[src/rtl/frame_config_loader.sv]
// Configuration-port driver for one fabric region: decodes a 32-bit command
// stream into per-row FrameData registers and one-hot per-column FrameStrobe
// pulses for the tile configuration memories.
module frame_config_loader #(
    parameter int unsigned FrameBitsPerRow = 32,
    parameter int unsigned MaxFramesPerCol = 20,
    parameter int unsigned NumRows         = 4,
    parameter int unsigned NumCols         = 4,
    parameter int unsigned StrobeCycles    = 2,
    parameter logic [31:0] SyncWord        = 32'hFAB0_FAB1
) (
    input  logic                                 CLK,
    input  logic                                 resetn,
    input  logic [31:0]                          s_data,
    input  logic                                 s_valid,
    output logic                                 s_ready,
    output logic [NumRows*FrameBitsPerRow-1:0]   FrameData,
    output logic [NumCols*MaxFramesPerCol-1:0]   FrameStrobe,
    output logic                                 busy,
    output logic                                 cfg_done,
    output logic                                 err
);

    localparam int unsigned DATA_W = NumRows * FrameBitsPerRow;
    localparam int unsigned STB_W  = NumCols * MaxFramesPerCol;
    localparam int unsigned CNT_W  = $clog2(StrobeCycles + 1);

    localparam logic [3:0] OP_NOP    = 4'h0;
    localparam logic [3:0] OP_WRITE  = 4'h1;
    localparam logic [3:0] OP_STROBE = 4'h2;
    localparam logic [3:0] OP_DESYNC = 4'h3;

    typedef enum logic [2:0] {
        ST_SYNC,
        ST_CMD,
        ST_DATA,
        ST_STROBE,
        ST_HOLD
    } state_t;

    state_t             state;
    logic [CNT_W-1:0]   cnt;
    logic [7:0]         row_q;

    logic               accept;
    logic [3:0]         op;
    logic [7:0]         cmd_row;
    logic [7:0]         cmd_col;
    logic [7:0]         cmd_frame;
    logic               strobe_ok;
    logic               row_ok;
    logic [31:0]        strobe_idx;

    // Command field decode and range checks
    always_comb begin
        accept     = s_valid && s_ready;
        op         = s_data[31:28];
        cmd_row    = s_data[7:0];
        cmd_col    = s_data[15:8];
        cmd_frame  = s_data[23:16];
        strobe_ok  = (32'(cmd_col) < NumCols) && (32'(cmd_frame) < MaxFramesPerCol);
        row_ok     = 32'(row_q) < NumRows;
        strobe_idx = 32'(cmd_col) * MaxFramesPerCol + 32'(cmd_frame);
    end

    // Command FSM with registered handshake, status and frame outputs
    always_ff @(posedge CLK or negedge resetn) begin
        if (!resetn) begin
            state       <= ST_SYNC;
            s_ready     <= 1'b1;
            busy        <= 1'b0;
            cfg_done    <= 1'b0;
            err         <= 1'b0;
            FrameData   <= DATA_W'(0);
            FrameStrobe <= STB_W'(0);
            cnt         <= CNT_W'(0);
            row_q       <= 8'd0;
        end else begin
            cfg_done <= 1'b0;
            unique case (state)
                ST_SYNC: begin
                    if (accept && (s_data == SyncWord)) begin
                        state <= ST_CMD;
                        busy  <= 1'b1;
                        err   <= 1'b0;
                    end
                end
                ST_CMD: begin
                    // A repeated sync word in CMD is tolerated as a NOP
                    if (accept && (s_data != SyncWord)) begin
                        unique case (op)
                            OP_NOP: begin
                                state <= ST_CMD;
                            end
                            OP_WRITE: begin
                                row_q <= cmd_row;
                                state <= ST_DATA;
                            end
                            OP_STROBE: begin
                                if (strobe_ok) begin
                                    FrameStrobe <= STB_W'(1) << strobe_idx;
                                    cnt         <= CNT_W'(StrobeCycles);
                                    s_ready     <= 1'b0;
                                    state       <= ST_STROBE;
                                end else begin
                                    err <= 1'b1;
                                end
                            end
                            OP_DESYNC: begin
                                state    <= ST_SYNC;
                                busy     <= 1'b0;
                                cfg_done <= 1'b1;
                            end
                            default: begin
                                err <= 1'b1;
                            end
                        endcase
                    end
                end
                ST_DATA: begin
                    if (accept) begin
                        if (row_ok) begin
                            for (int r = 0; r < int'(NumRows); r++) begin
                                if (32'(row_q) == 32'(r)) begin
                                    FrameData[r*FrameBitsPerRow +: FrameBitsPerRow] <=
                                        FrameBitsPerRow'(s_data);
                                end
                            end
                        end else begin
                            err <= 1'b1;
                        end
                        state <= ST_CMD;
                    end
                end
                ST_STROBE: begin
                    cnt <= cnt - CNT_W'(1);
                    if (cnt == CNT_W'(1)) begin
                        FrameStrobe <= STB_W'(0);
                        state       <= ST_HOLD;
                    end
                end
                ST_HOLD: begin
                    s_ready <= 1'b1;
                    state   <= ST_CMD;
                end
                default: begin
                    state   <= ST_SYNC;
                    s_ready <= 1'b1;
                    busy    <= 1'b0;
                end
            endcase
        end
    end

endmodule

[config.mk]
export PLATFORM = sky130hd
export DESIGN_NAME = frame_config_loader
export DESIGN_NICKNAME = d
export VERILOG_FILES = /design/src/rtl/frame_config_loader.sv
export SDC_FILE = /design/constraint.sdc
export NUM_CORES = 1
export LEC_CHECK = 0
export ABC_CLOCK_PERIOD_IN_PS = 4100
export BUFFER_PORTS_ARGS = -buffer_cell sky130_fd_sc_hd__buf_4
export CORE_MARGIN = 2
export CORE_UTILIZATION = 45
export CTS_CLUSTER_DIAMETER = 50
export DETAILED_ROUTE_END_ITERATION = 8
export PLACE_DENSITY = 0.67
export SYNTH_ARGS = -nofsm -noshare
export SYNTH_HDL_FRONTEND = slang
export SYNTH_SLANG_ARGS = --single-unit
[constraint.sdc]
create_clock -name CLK -period 4.1 [get_ports CLK]
set_input_delay 0.205 -clock CLK [delete_from_list [all_inputs] [get_ports CLK]]
set_output_delay 0.205 -clock CLK [all_outputs]
set_load 0.03 [all_outputs]
* Yosys cells after proc, flatten, opt, wreduce, memory -nomap -nowiden
Index checks and enable logic that the tools add are counted.
** Storage, ports and cells
- Register bits :: 225
- Bits of input ports :: 35
- Output and inout port bits :: 212
- Word-level logic and storage cells :: 103
** Cells by class
- $add $sub $neg :: 2
- Multiply operators :: 1
- $lt $le $gt $ge :: 3
- Equal/unequal tests :: 25
- Shift operators :: 1
- Mux-type cells :: 34
- Bitwise logic cells :: 2
- Reductions and logical operators :: 23
** Operators by type and width (number)
- 80-bit 2-to-1 mux :: 4
- 80-bit case mux with 2 select lines :: 1
- 1-bit by 14-bit left shift with 80-bit output, first input constant :: 1
- 32-bit == test, second input constant :: 1
- 32-bit inequality test, second input constant :: 1
- 4-bit AND reduction :: 7
- 8-bit by 2-bit == test with 1-bit output, second input constant :: 2
- 8-bit by 3-bit < comparator with 1-bit output, second input constant :: 2
- 2-bit inequality test, second input constant :: 8
- 3-bit 2-to-1 mux :: 5
- 3-bit case mux with 5 select lines :: 1
- 13-bit by 8-bit adder with 14-bit output :: 1
- 1-bit 2-to-1 mux :: 14
- 3-bit case mux with 4 select lines :: 1
- 8-bit by 3-bit multiplier with 11-bit output, second input constant :: 1
- 3-bit OR reduction :: 3
- 4-bit by 2-bit == test with 1-bit output, second input constant :: 2
- 8-bit by 1-bit == test with 1-bit output, second input constant :: 1
- 8-bit zero test :: 1
- 8-bit by 5-bit < comparator with 1-bit output, second input constant :: 1
- 7-bit AND reduction :: 1
- 3-bit by 2-bit == test with 1-bit output, second input constant :: 2
- 2-bit 2-to-1 mux :: 3
- 3-bit inequality test, second input constant :: 2
- 19 further kinds :: 25

* Depth between registers and ports, before layout
- Depth in word-level cells :: 7
- Mapped depth :: 12
- Mapped depth without buffers :: 11

* Worst setup path after synthesis
OpenSTA, ideal clock, no wires.
- Kind :: input -> register
- Start point :: in s_data[9]
- End point :: reg FrameStrobe[70]
- Library setup time :: 0.096 ns
- Arrival time :: 2.830 ns
- Data required time :: 4.004 ns
- Slack :: 1.175 ns
- Stages :: 10
- Buffers on the path :: 1
- Path through :: ha_1 ha_1 inv_1 fa_1 nand2b_1 or4_1 buf_2 a2111oi_4 nand2_1 o31ai_1
** On the way
- Longest elaborated chain between the ends :: 7
- Elaborated cells on any way between the ends :: 14
- Classes of those cells :: 1 x add/sub; 1 x mul; 1 x order compare; 3 x eq/ne; 1 x shift; 4 x mux; 3 x reduce/logical
** Ends and longest elaborated chain
- start, declared :: line 14 : input logic [31:0] s_data,
- 8-bit by 3-bit multiplier with 11-bit output :: line 63 : strobe_idx = 32'(cmd_col) * MaxFramesPerCol + 32'(cmd_frame);
- 13-bit by 8-bit adder with 14-bit output :: line 63
- 1-bit by 14-bit left shift with 80-bit output :: line 101 : FrameStrobe <= STB_W'(1) << strobe_idx;
- 80-bit 2-to-1 mux :: line 100 : if (strobe_ok) begin
- 80-bit 2-to-1 mux :: line 91 : unique case (op)
- 80-bit 2-to-1 mux :: line 90 : if (accept && (s_data != SyncWord)) begin
- 80-bit case mux with 2 select lines :: line 80 : unique case (state)
- end signal, assigned :: line 101
- end, declared :: line 18 : output logic [NumCols*MaxFramesPerCol-1:0] FrameStrobe,
Parallel ways exist; a longest one is shown, timed or not. The select of a mux whose other input is x is not followed.
A chain may end at the register's enable or synchronous reset.

* Final worst setup path
- Start point :: in s_data[9]
- End point :: reg FrameStrobe[19]
The elaborated chain is that of the path after synthesis.

==> reports/results.txt <==
status -> complete, no violations
Compound-Gate Fraction of Synth Area -> 0.0998
Max-Cap Viols -> 0
share of the synthesized area in the top cell type -> 0.577
antenna cell count -> 0
grt ovf -> 0
die area -> 0.0228 mm²
syn nets -> 840
synthesized cell area -> 0.00971 mm²
CTS Buffer Depth -> 3
Met3 Routed Length -> 2140 µm
RSZ-0062 raised after global routing -> no
Core ar. -> 0.0211 mm²
Final WS setup -> 0.534 ns
DR pass1 iterations -> 5
Final Skew -> 0.0176 ns
area occupied by multi-input gates -> 0.00387 mm²
CP Class -> in2reg
DP Wirelength -> 18,200 µm
# rows -> 53
drt drc -> 0
Post-CTS Repair Setup Buffers -> 0
Design Area, Final -> 0.0130 mm²
via count -> 7,356
CP Launch Point -> s_data[9]
Max VDD drop -> 0.334 mV
Post-Syn Instances -> 784
H-tree lvl count -> 1
cells along the critical path -> dlygate4sd3_1 > buf_4 > ha_1 > ha_1 > inv_1 > fa_1 > nand2b_1 > or4_1 > a2111oi_4 > nand3_1 > o31ai_1
CTS tree -> done
setup TNS -> 0 ns
dominant cell type by area after synthesis -> dfrtp_1
final count of hold timing violations -> 0
slew at the pin closest to its max-slew limit -> 0.870 ns
Clk Tree Root Cell -> clkbuf_16
area grow syn2layout -> 34.1%
antenna violations before repair -> 0
Seq. cell area -> 0.00563 mm²
Die X -> 151 µm
FF-to-FF Start -> row_q[5]
Worst Path Required -> 4.52 ns
Hold Slack -> 0.00984 ns
share of cells above drive strength 1 -> 0.428
Post-synth EDFFs -> 0
Avg WL per Cell -> 19.6 µm
Final Cycle Share -> 0.870
Final Max Tran Viols -> 0
Nets -> 1,113
ys async rst share -> 1.00
Cell variety after synth -> 56
cell repeated most along the worst path -> ha_1
Most used DFF post-synth -> dfrtp_1
PD cells -> 385 mW/mm²
synth cell count leaders -> dfrtp_1, mux2_2, nand2_1
Worst setup SP type -> primary input
Seq/Total Area, Yosys -> 0.580
Inst Count DP -> 1,277
YS warnings -> 0
Final Power -> 5.01 mW
count leader, synth -> dfrtp_1
max layer used -> met4
placed cell areas -> 0.0119 mm²
top post-synthesis cells by area -> dfrtp_1, mux2_2, o31ai_1
met1 WL -> 11,200 µm
Rel. slew slack -> 0.420
largest net degree at the start of global routing -> 116
post-route ant nets -> 0
final WL -> 26,500 µm
Initial Util -> 0.460
I/O Buffers -> 246
total track usage -> 0.230
final core occ -> 0.617
final setup vio count -> 0
CTS sink cnt -> 225
pre-CTS setup slack -> 0.528 ns
largest family of logic cells by synthesized area -> multiplexers
hold path startpoint -> s_data[21]
routability-driven placement congestion ratio -> 0.829
simple logic cell fraction of the synthesized area -> 0.108
Worst Hold Class -> in2reg
area share of fa/ha/maj cells after synthesis -> 0.0286
first-pass GRT wire length -> 41,300 µm
Leakage -> 6.50 nW
routed vias/inst -> 5.44
post-synthesis area per instance -> 12.4 µm²
io pins -> 247
Worst-path clk slew -> 0.06 ns
CP max-delay cell -> a2111oi_4
Critical Path AT -> 3.99 ns
fmax -> 0.280 GHz
WL met2 -> 12,700 µm
slowest stage delay, CP -> 0.74 ns
Worst Path Max Fanout -> 9
1st-iter DRT viols -> 363
post-synthesis xor/xnor area fraction -> 0.00271
crit path time final -> 3.57 ns
number of global-route vias before repair -> 7,397
number of CTS-inserted buffers -> 27
register bit total from synthesis -> 225
CP endpoint kind -> flip-flop
die height -> 151 µm
fin cells -> 1,351
Layout fillers -> 1,764
multiplexer share of the synthesized area -> 0.157
Worst-Skew Late Latency -> 0.53 ns
==> flip-flops by register name, summed over array words and instances (netlist names) <==
signal / count
FrameData: 128
FrameStrobe: 80
busy: 1
cfg_done: 1
cnt: 2
err: 1
row_q: 8
s_ready: 1
state: 3
==> cell type report <==
cell class,instances,area share
inverter,12,0.00346
tap,275,0.0264
clock buffer,34,0.0555
timing repair buffer,290,0.174
clock inverter,14,0.0106
multi-input combinational,501,0.298
sequential,225,0.433
==> cells by family (layout without fill, tap and decap cells) <==
| group | Yosys count | in the layout |
|---|---|---|
| compound gates | 128 | 128 |
| xor+xnor | 3 | 3 |
| fa+ha+maj | 21 | 21 |
| buf+inv | 58 | 350 |
| flops | 225 | 225 |
| mux | 135 | 135 |
| simple gates | 214 | 214 |
==> report_power, final <==
group / total [mW] / internal [mW] / leakage (nW) / switching (mW)
Combinational: 0.479 / 0.140 / 2.95 / 0.339
Sequential: 2.22 / 2.22 / 3.12 / 0
Clock: 2.31 / 1.38 / 0.427 / 0.934
==> layer usage <==
layer | GRT usage | up-vias
li1 | - | 3412
met1 | 0.311 | 3670
met2 | 0.380 | 240
met3 | 0.0599 | 34
met4 | 0.0453 | 0
met5 | 0 | -
==> worst paths after layout <==
kind	end	slack (ns)	depth (start not counted)
min in group asynchronous	FrameStrobe[30]	0.36	2
max reg2reg	FrameData[101]	1.26	6
max in group asynchronous	FrameData[118]	2.75	3
min	FrameData[85]	0.01	2
min reg2reg	FrameStrobe[58]	0.48	2
max	FrameStrobe[19]	0.53	11
==> placed cells by master (no fill, tap or decap), types with 5 or more instances in the layout <==
cell / count
a21oi_1: 9
buf_4: 262
clkbuf_1: 5
clkbuf_16: 27
clkinv_2: 7
dfrtp_1: 224
dlygate4sd3_1: 26
ha_1: 19
inv_1: 12
mux2_2: 134
nand2_1: 108
nand3_1: 26
nand4_1: 12
nand4b_1: 7
nor2_1: 12
nor3_1: 6
nor4_1: 6
o21ai_0: 20
o31ai_1: 67
or4_1: 5
==> worst max-delay path: cells and delay by family <==
family / cells / cell delay (ns)
AND/OR/NAND/NOR: 3 / 1.12
AO/OA/AOI/OAI: 2 / 1.00
adder cells (fa/ha/maj): 3 / 0.87
buffers and inverters: 3 / 0.77
==> what timing repair did <==
action                    in CTS  in global routing
hold endpoints to repair     216                  0
resized for setup              0                  0
hold buffers                  26                  0
Note: power is estimated with default switching activity, not from simulation.
